<file path="src/rtl/pattern_frame_gen.sv">
// pattern_frame_gen: RS-frame-shaped pattern source (counter / PRBS31 / constant) on a DATA_W valid/ready stream.
// Latency: start at edge t -> first beat (sof) visible from cycle t+1; one beat per cycle on back-to-back transfers.
// Backpressure: beat held while valid & !(out_ready & en); gap counter advances on en cycles only.
// Optional build macro PFG_ERR_INJECT_EN adds err_inject / err_count (data[0] flipped on beats loaded with err_inject=1).
module pattern_frame_gen #(
    parameter int          RS_K            = 60,
    parameter int          RS_N            = 68,
    parameter int          RS_SYMBOL_WIDTH = 8,
    parameter int          DATA_W          = 8,
    parameter logic [63:0] SEED            = 64'h1
) (
    input  logic                       clk,
    input  logic                       rstn,
    input  logic                       en,
    input  logic                       start,
    input  logic [1:0]                 mode,
    input  logic [RS_SYMBOL_WIDTH-1:0] pattern,
    input  logic [31:0]                n_frames,
    input  logic                       out_ready,
`ifdef PFG_ERR_INJECT_EN
    input  logic                       err_inject,
    output logic [31:0]                err_count,
`endif
    output logic [DATA_W-1:0]          data,
    output logic                       valid,
    output logic                       sof,
    output logic                       eof,
    output logic                       busy,
    output logic                       done,
    output logic [31:0]                frame_count
);

    localparam int BPS        = RS_SYMBOL_WIDTH / DATA_W;
    localparam int INFO_BEATS = RS_K * BPS;
    localparam int GAP_CYCLES = (RS_N - RS_K) * BPS;
    localparam int BI_W       = (INFO_BEATS > 1) ? $clog2(INFO_BEATS) : 1;
    localparam int GC_W       = (GAP_CYCLES > 1) ? $clog2(GAP_CYCLES) : 1;
    localparam int SB_W       = (BPS > 1) ? $clog2(BPS) : 1;
    localparam logic [30:0] SEED31 = (SEED[30:0] == 31'd0) ? 31'd1 : SEED[30:0];

    if (RS_SYMBOL_WIDTH % DATA_W != 0) begin : g_bad_data_w
        $error("pattern_frame_gen: DATA_W must divide RS_SYMBOL_WIDTH");
    end
    if (RS_N < RS_K) begin : g_bad_rs_n
        $error("pattern_frame_gen: RS_N must be >= RS_K");
    end

    typedef enum logic [1:0] {S_IDLE, S_INFO, S_GAP, S_DONE} state_t;

    state_t                     state_q;
    logic [1:0]                 mode_q;
    logic [RS_SYMBOL_WIDTH-1:0] pat_q;
    logic [31:0]                nfr_q;
    logic [31:0]                frame_cnt_q;
    logic [BI_W-1:0]            beat_idx_q;
    logic [GC_W-1:0]            gap_q;
    logic [30:0]                lfsr_q;
    logic [RS_SYMBOL_WIDTH-1:0] sym_q;
    logic [SB_W-1:0]            sub_q;
    logic [DATA_W-1:0]          data_q;
    logic                       valid_q, sof_q, eof_q, busy_q, done_q;

    // control events
    logic            start_ok, xfer, last_beat, gap_end, frame_end, more, load;
    logic [BI_W-1:0] load_idx;
    logic [31:0]     fc_inc;

    // beat generator: source state, next state and produced beat
    logic [1:0]                 src_mode;
    logic [RS_SYMBOL_WIDTH-1:0] src_pat, src_sym, sym_val, sym_shift, sym_d;
    logic [SB_W-1:0]            src_sub, sub_d;
    logic [30:0]                src_lfsr, lfsr_d;
    logic [DATA_W-1:0]          prbs_dat, beat_d, beat_o;
    logic                       fb;

    // Decode this cycle's transfer, gap-end, end-of-frame and beat-load events
    always_comb begin
        start_ok  = start && (state_q == S_IDLE || state_q == S_DONE);
        xfer      = (state_q == S_INFO) && valid_q && out_ready && en;
        last_beat = (beat_idx_q == BI_W'(INFO_BEATS - 1));
        gap_end   = (state_q == S_GAP) && en && (gap_q == GC_W'(GAP_CYCLES - 1));
        frame_end = gap_end || (xfer && last_beat && (GAP_CYCLES == 0));
        fc_inc    = frame_cnt_q + 32'd1;
        more      = (fc_inc != nfr_q);
        load      = (start_ok && (n_frames != 32'd0)) || (xfer && !last_beat) || (frame_end && more);
        load_idx  = (xfer && !last_beat) ? beat_idx_q + 1'b1 : '0;
    end

    // Produce the next beat; a start reloads the generator from seed/zero and the live mode inputs
    always_comb begin
        if (start_ok) begin
            src_mode = mode;
            src_pat  = pattern;
            src_sym  = '0;
            src_sub  = '0;
            src_lfsr = SEED31;
        end else begin
            src_mode = mode_q;
            src_pat  = pat_q;
            src_sym  = sym_q;
            src_sub  = sub_q;
            src_lfsr = lfsr_q;
        end
        sym_val   = (src_mode == 2'd2) ? src_pat : src_sym;
        sym_shift = sym_val >> (32'(src_sub) * DATA_W);
        // PRBS31: first generated bit lands in data[0]
        fb       = 1'b0;
        prbs_dat = '0;
        lfsr_d   = src_lfsr;
        for (int i = 0; i < DATA_W; i++) begin
            fb          = lfsr_d[30] ^ lfsr_d[27];
            lfsr_d      = {lfsr_d[29:0], fb};
            prbs_dat[i] = fb;
        end
        beat_d = (src_mode == 2'd1) ? prbs_dat : sym_shift[DATA_W-1:0];
        // counter symbol advances after its last slice has been loaded
        if (src_sub == SB_W'(BPS - 1)) begin
            sub_d = '0;
            sym_d = src_sym + 1'b1;
        end else begin
            sub_d = src_sub + 1'b1;
            sym_d = src_sym;
        end
        beat_o = beat_d;
`ifdef PFG_ERR_INJECT_EN
        beat_o[0] = beat_d[0] ^ err_inject;
`endif
    end

`ifdef PFG_ERR_INJECT_EN
    logic [31:0] err_cnt_q;

    // Count beats loaded with an injected error; a start begins a fresh count
    always_ff @(posedge clk) begin
        if (!rstn) begin
            err_cnt_q <= '0;
        end else if (load && err_inject) begin
            err_cnt_q <= (start_ok ? 32'd0 : err_cnt_q) + 32'd1;
        end else if (start_ok) begin
            err_cnt_q <= '0;
        end
    end

    assign err_count = err_cnt_q;
`endif

    // Frame FSM plus registered stream outputs
    always_ff @(posedge clk) begin
        if (!rstn) begin
            state_q     <= S_IDLE;
            mode_q      <= '0;
            pat_q       <= '0;
            nfr_q       <= '0;
            frame_cnt_q <= '0;
            beat_idx_q  <= '0;
            gap_q       <= '0;
            lfsr_q      <= SEED31;
            sym_q       <= '0;
            sub_q       <= '0;
            data_q      <= '0;
            valid_q     <= 1'b0;
            sof_q       <= 1'b0;
            eof_q       <= 1'b0;
            busy_q      <= 1'b0;
            done_q      <= 1'b0;
        end else begin
            case (state_q)
                S_IDLE, S_DONE: begin
                    if (start_ok) begin
                        mode_q      <= mode;
                        pat_q       <= pattern;
                        nfr_q       <= n_frames;
                        frame_cnt_q <= '0;
                        gap_q       <= '0;
                        beat_idx_q  <= '0;
                        sym_q       <= '0;
                        sub_q       <= '0;
                        lfsr_q      <= SEED31;
                        if (n_frames == 32'd0) begin
                            state_q <= S_DONE;
                            busy_q  <= 1'b0;
                            done_q  <= 1'b1;
                        end else begin
                            state_q <= S_INFO;
                            busy_q  <= 1'b1;
                            done_q  <= 1'b0;
                        end
                    end
                end
                S_INFO: begin
                    if (xfer && last_beat) begin
                        valid_q <= 1'b0;
                        sof_q   <= 1'b0;
                        eof_q   <= 1'b0;
                        if (GAP_CYCLES != 0) begin
                            state_q <= S_GAP;
                            gap_q   <= '0;
                        end
                    end
                end
                S_GAP: begin
                    if (en && !gap_end) begin
                        gap_q <= gap_q + 1'b1;
                    end
                end
                default: state_q <= S_IDLE;
            endcase
            // end-of-frame: either start the next frame or finish the run
            if (frame_end) begin
                frame_cnt_q <= fc_inc;
                if (more) begin
                    state_q <= S_INFO;
                end else begin
                    state_q <= S_DONE;
                    busy_q  <= 1'b0;
                    done_q  <= 1'b1;
                end
            end
            if (load) begin
                data_q     <= beat_o;
                valid_q    <= 1'b1;
                sof_q      <= (load_idx == '0);
                eof_q      <= (load_idx == BI_W'(INFO_BEATS - 1));
                beat_idx_q <= load_idx;
                lfsr_q     <= lfsr_d;
                sym_q      <= sym_d;
                sub_q      <= sub_d;
            end
        end
    end

    assign data        = data_q;
    assign valid       = valid_q;
    assign sof         = sof_q;
    assign eof         = eof_q;
    assign busy        = busy_q;
    assign done        = done_q;
    assign frame_count = frame_cnt_q;

endmodule

</file>
<file path="config.mk">
export PLATFORM = sky130hd
export DESIGN_NAME = pattern_frame_gen
export DESIGN_NICKNAME = d
export VERILOG_FILES = /design/src/rtl/pattern_frame_gen.sv
export SDC_FILE = /design/constraint.sdc
export NUM_CORES = 1
export LEC_CHECK = 0
export BUFFER_PORTS_ARGS = -buffer_cell sky130_fd_sc_hd__buf_2
export CORE_ASPECT_RATIO = 0.7
export CORE_UTILIZATION = 40
export DETAILED_ROUTE_END_ITERATION = 8
export GPL_ROUTABILITY_DRIVEN = 0
export HOLD_SLACK_MARGIN = 0.02
export PLACE_DENSITY_LB_ADDON = 0.1
export SYNTH_ARGS = -nofsm -noshare
export SYNTH_HDL_FRONTEND = slang
export SYNTH_SLANG_ARGS = --single-unit
export TNS_END_PERCENT = 50
</file>
<file path="constraint.sdc">
create_clock -name clk -period 4.5 [get_ports clk]
set_clock_uncertainty 0.1 [all_clocks]
set_input_delay 0.45 -clock clk [delete_from_list [all_inputs] [get_ports clk]]
set_output_delay 0.45 -clock clk [all_outputs]
set_load 0.02 [all_outputs]
</file>
==> results.cfg, run 1 <==
[run_status]
status = finished with violations
violations = DRC

[place]
portBuffers = 91
dp_hpwl_mm = 15.3
dp.cells = 1218
dpl_worst_slack_ns = 0.571
place_area_mm2 = 0.00814

[floorplan]
die_h_um = 117
coreArea_mm2 = 0.0183
rows = 41
start_util_pct = 41.4
ios = 92
dieArea_mm2 = 0.0195
die_w_um = 166

[clock_network]
cts_buffers = 17
postCtsHoldBufs = 0
clkTransAtPathRegs_ns = 0.06
post_cts_buffers = 0
clk_path_buf_depth = 2
cts_tree = built
cts_sinks = 138
clock_insertion_delay_worst_skew_ns = 0.42
htree_levels = 4
cts_root_buf = clkbuf_16
ctsResizeCount = 0

[timing]
setup_viol = 0
hold_violations = 0
worst_pin_slew_ns = 0.761
relSlewSlack_pct = 48.8
setup_tns_ns = 0
fin_worst_hold_slack_ns = 0.182
period_minus_slack_ns = 3.98
maxSlewViolCount = 0
fmax_mhz = 251
fin_crit_sh_pct = 88.4
rsz0062_at_grt = no
setup_ws_ns = 0.524

[synthesis]
synth.most_common_cell = nand2_1
syn_area_mm2 = 0.00757
ys.flop_type = dfxtp_1
netlist_instances = 937
synth.top_cell.area_share_pct = 36.5
synth_warnings = 0
syn_nets = 992
avgSynthCellArea_um2 = 8.07
synth_edf_count = 0
synth_top_area_cell = dfxtp_1
ys_ff_latch = 138
ys_types = 65
synth_seq_area_share_pct = 36.5
synthTopCellsByArea = dfxtp_1 37%, nand2_1 7.6%, mux2i_1 5.4%
async_flop_share_pct = 0
yosys-top-cells-count = 154 x nand2_1, 138 x dfxtp_1, 63 x nor2_1

[job]
drv_cap = 0

[finish]
areaGrowthSynthToFinish_pct = 15.7
final_nets = 1056
diodes = 0
fin_area_mm2 = 0.00875
layout-drive-gt1-share_pct = 15.4
final_util_pct = 47.9
stdcell_count = 1250

[power_and_ir_drop]
p_leak_nw = 3.47
power_mw = 3.39
p_sw_share_pct = 29.1
clkPwrFrac_pct = 43.3
pwr-share-comb_pct = 16.9
max-vdd-ir-drop_v = 0.000195
pwr_density_cell_mw_per_mm2 = 387
p_sw_uw = 987
p_seq_share_pct = 39.9
intPower_mw = 2.40

[detailed_routing]
drc = 6
drt_pass1_iterations = 7
wirelength_mm = 21.6
drt_iter0_markers = 693
routed-via-count = 6906
detail-route-antenna-nets = 0
avgViaCountPerCell = 5.52
routedWlPerCell_um = 17.3

[critical_path]
start_kind = flip-flop
crit_required_ns = 4.77
critical_path_class = flip-flop to flip-flop
cp-end-kind = flip-flop
crit_slowest_cell = or4_1
crit_family = simple AND/OR/NAND/NOR gates
cp_max_fo = 45
crit_chain = ha_1, nand3_1, buf_4, or3_1, a211oi_1, nand4_1, or4_1, nor4_2, o21ba_4, buf_12, mux2i_1, o211a_1
max_stage_delay_ns = 0.56
path_buf_inv = 2
critPathArrivalTime_ns = 4.25

[global_routing]
gr-total-overflow = 0
grt_pass1_vias = 6014
grt_pass1_wl_mm = 34.3
grt_usage_pct = 22.7
antenna_found_initial = 0
grt_max_degree = 70

[worst_hold_path]
min_path_type = primary input to flip-flop
## area by class of cell
cell class,count,area (um2)
clock buffers,19,443
clock inverters,13,168
fillers,1813,9510
inverters,14,52.6
multi-input cells,720,4420
flip-flops and latches,138,2760
well taps,236,295
repair buffers,110,611
## metal layers
metal / wire, um / vias up / global-route usage [%] / part of all wire [%]
met2: 7620 / 215 / 28.4 / 35
met1: 12300 / 3204 / 37.1 / 57
met4: 180 / 0 / 5.93 / 0.83
met5: 0 / - / 0 / 0
met3: 1470 / 13 / 4.98 / 6.8
li1: - / 3474 / - / -
## power groups by stage
stage | combinational [mW] | clock [mW] | sequential (mW)
6_report | 0.571 | 1.47 | 1.35
5_1_grt | 0.633 | 1.55 | 1.36
4_1_cts | 0.573 | 1.49 | 1.35
3_5_place_dp | 0.570 | 0 | 1.38
3_3_place_gp | 0.567 | 0 | 1.38
2_1_floorplan | 0.408 | 0 | 1.38
## sequential cells by signal, summed over array words and instances, names as in the netlist, 2 cells and up
name / cells
frame_count: 32
state_q: 2
sym_q: 8
gap_q: 3
nfr_q: 32
lfsr_q: 31
pat_q: 8
data: 8
mode_q: 2
beat_idx_q: 6
## cells by family (layout without fill, tap and decap cells)
kind of cell | Yosys count | count (layout) | synth area share (%)
compound gates | 212 | 212 | 18.4
xor+xnor | 49 | 49 | 5.67
fa+ha+maj | 8 | 8 | 1.32
buf+inv | 79 | 156 | 5.24
flops | 138 | 138 | 36.5
mux | 41 | 41 | 5.42
simple gates | 410 | 410 | 27.5
## cells in the final DEF, fill, tap and decap left out, types with 8 or more instances in the layout
master / netlist / layout
and4_1: 10 / 10
buf_4: 5 / 18
nor3_1: 18 / 18
or4_1: 9 / 9
or3_1: 8 / 8
nor2b_1: 25 / 25
and3_1: 13 / 13
nand4_1: 23 / 23
dfxtp_1: 138 / 138
xor2_1: 20 / 20
a31oi_1: 9 / 9
and2_1: 15 / 14
inv_1: 14 / 14
o21ai_0: 48 / 48
xnor2_1: 29 / 29
clkbuf_16: 0 / 17
mux2i_1: 41 / 41
ha_1: 8 / 8
buf_2: 13 / 91
nand2_1: 154 / 153
nor4_1: 24 / 24
a21boi_0: 53 / 53
nor2_1: 63 / 63
a21oi_1: 44 / 44
nand3_1: 23 / 22
## path summary, 6_finish.rpt
path	cells past startpoint	startpoint	slack (ns)	to
max	12	frame_count[1]$_SDFFE_PN0P_	0.52	sym_q[0]$_SDFFE_PN0P_
min	3	n_frames[9]	0.18	nfr_q[9]$_SDFFE_PN0P_
max reg2reg	12	frame_count[1]$_SDFFE_PN0P_	0.52	sym_q[0]$_SDFFE_PN0P_
min reg2reg	2	data[0]$_SDFFE_PN0P_	0.35	data[0]$_SDFFE_PN0P_
## tightest hold or removal path: stages
cell	delay (ns)
buf_2	0.10
nand2_1	0.04
a21boi_0	0.06
No activity file was read; power rests on OpenSTA's default activity.
==> run 2, diff against run 1 <==
==> constraint.sdc (replaced) <==
create_clock -name clk -period 4.5 [get_ports clk]
set_clock_uncertainty 0.1 [all_clocks]
set_input_delay 0.225 -clock clk [delete_from_list [all_inputs] [get_ports clk]]
set_output_delay 0.225 -clock clk [all_outputs]
set_load 0.02 [all_outputs]
==> results.cfg, run 2 (synthesis results as in run 1) <==
[run_status]
status = finished with violations
violations = DRC

[global_routing]
gr-total-overflow = 0
grt_max_degree = 61
grt_pass1_vias = 6190
grt_most_used_layer = met1
grt_usage_pct = 23.1
grt_pass1_wl_mm = 34.9
met1_usage_pct = 36.9
grt_util_met3_pct = 6.46
grt_util_met2_pct = 28.9
antenna_found_initial = 0

[clock_network]
cts_sinks = 138
cts_tree = built
post_cts_buffers = 0
clk_path_buf_depth = 2
clock_insertion_delay_worst_skew_ns = 0.43
clkTransAtPathRegs_ns = 0.06
cts_buffers = 17
htree_levels = 4
cts_root_buf = clkbuf_16
ctsResizeCount = 0

[critical_path]
crit_required_ns = 4.68
r2r-start = frame_count[0]$_SDFFE_PN0P_
crit_slowest_cell = or4_1
critical_path_class = flip-flop to flip-flop
crit_path_start = frame_count[0]$_SDFFE_PN0P_
start_kind = flip-flop
max_stage_delay_ns = 0.54
critPathArrivalTime_ns = 4.20
r2r-end = lfsr_q[4]$_SDFFE_PN0P_
cp_max_fo = 18
crit_chain = ha_1, and3_1, nand4_4, or3_1, a221o_1, or4_1, nor4_2, o21ba_4, buf_4, mux2i_1, nor2_1
reg2reg_depth = 11
r2r_slack_ns = 0.48
cp-end-kind = flip-flop
crit_family = simple AND/OR/NAND/NOR gates
path_buf_inv = 1

[place]
dpl_worst_slack_ns = 0.527
dp.cells = 1217
dp_hpwl_mm = 15.3
portBuffers = 91

[power_and_ir_drop]
max-vdd-ir-drop_v = 0.000222
pwr-share-comb_pct = 17.8
p_sw_share_pct = 29.1
pwr_density_cell_mw_per_mm2 = 366
intPower_mw = 2.37
clkPwrFrac_pct = 41.8
p_seq_share_pct = 40.4
p_sw_uw = 973
p_leak_nw = 3.63

[floorplan]
coreArea_mm2 = 0.0183
die_h_um = 117
dieArea_mm2 = 0.0195
start_util_pct = 41.4
rows = 41
die_w_um = 166
ios = 92

[timing]
hold_violations = 0
period_minus_slack_ns = 4.02
relSlewSlack_pct = 25.4
maxSlewViolCount = 0
fmax_mhz = 249
setup_tns_ns = 0
worst_pin_slew_ns = 1.12
setup_viol = 0
fin_crit_sh_pct = 89.2
rsz0062_at_grt = no
setup_ws_ns = 0.484

[job]
drv_cap = 0

[worst_hold_path]
min_to = nfr_q[31]$_SDFFE_PN0P_
min_from = n_frames[31]
min_path_cells = 3
min_path_type = primary input to flip-flop

[detailed_routing]
drt_iter0_markers = 659
routedWlPerCell_um = 17.1
drt_pass1_iterations = 9
drc = 6
avgViaCountPerCell = 5.45
detail-route-antenna-nets = 0
routed-via-count = 7029
wirelength_mm = 22.1

[finish]
final_nets = 1096
diodes = 0
layout-drive-gt1-share_pct = 14.6
areaGrowthSynthToFinish_pct = 20.6
final_common_cell = nand2_1
stdcell_count = 1289
final_cell_mix = 153 x nand2_1, 138 x dfxtp_1, 91 x buf_2
==> run 2: power groups by stage <==
stage                     Clock [mW]  Sequential, mW  Combinational [mW]
final                           1.40            1.35               0.596
after global routing            1.48            1.36               0.656
after CTS                       1.42            1.35               0.596
after detailed placement           0            1.38               0.567
after global placement             0            1.38               0.566
after floorplan                    0            1.38               0.408
==> run 2: how the worst max path moves through the flow <==
stage	endpoint	slack (ns)	depth (start not counted)
3_3_place_gp	lfsr_q[9]$_SDFFE_PN0P_	0.67	11
5_1_grt	lfsr_q[16]$_SDFFE_PN0P_	0.21	11
3_5_place_dp	lfsr_q[4]$_SDFFE_PN0P_	0.53	11
6_report	lfsr_q[4]$_SDFFE_PN0P_	0.48	11
4_1_cts	lfsr_q[16]$_SDFFE_PN0P_	0.50	11
2_1_floorplan	lfsr_q[10]$_SDFFE_PN0P_	0.88	12
==> run 2: tightest hold or removal path, delay by kind of cell <==
| kind | cells | cell delay [ns] |
|---|---|---|
| buffers and inverters | 1 | 0.11 |
| AND/OR/NAND/NOR | 1 | 0.10 |
| AO/OA/AOI/OAI | 1 | 0.09 |
==> run 2: metal layers <==
| metal | part of all wire (%) | vias up | wire length [um] |
|---|---|---|---|
| met2 | 36 | 242 | 8010 |
| li1 | - | 3548 | - |
| met5 | 0 | - | 0 |
| met4 | 0.83 | 0 | 183 |
| met3 | 7.6 | 11 | 1670 |
| met1 | 55 | 3228 | 12200 |
==> run 2: timing repair <==
| action | in CTS | in global routing |
|---|---|---|
| setup endpoints to repair | 0 | 0 |
| endpoints found under the hold margin | 41 | 0 |
| hold buffers | 41 | 0 |
==> run 2: layout make-up <==
type | instances | area, um2
clock buffer | 20 | 457
clock inverter | 11 | 123
fill | 1769 | 9140
inverter | 14 | 52.6
multi-input combinational | 720 | 4420
sequential | 138 | 2760
tap | 236 | 295
timing repair buffer | 150 | 1010
==> run 2: metrics by stage <==
step                      cell area, um2  utilization (%)  power, mW  hold slack (ns)
after floorplan                     7570                -       1.79            0.270
after global placement              8140             44.5       1.94            0.346
after detailed placement            8140             44.5       1.94            0.346
after CTS                           9130             50.0       3.37           0.0241
after global routing                9130             50.0       3.49           0.0394
final                               9130             50.0       3.34           0.0511
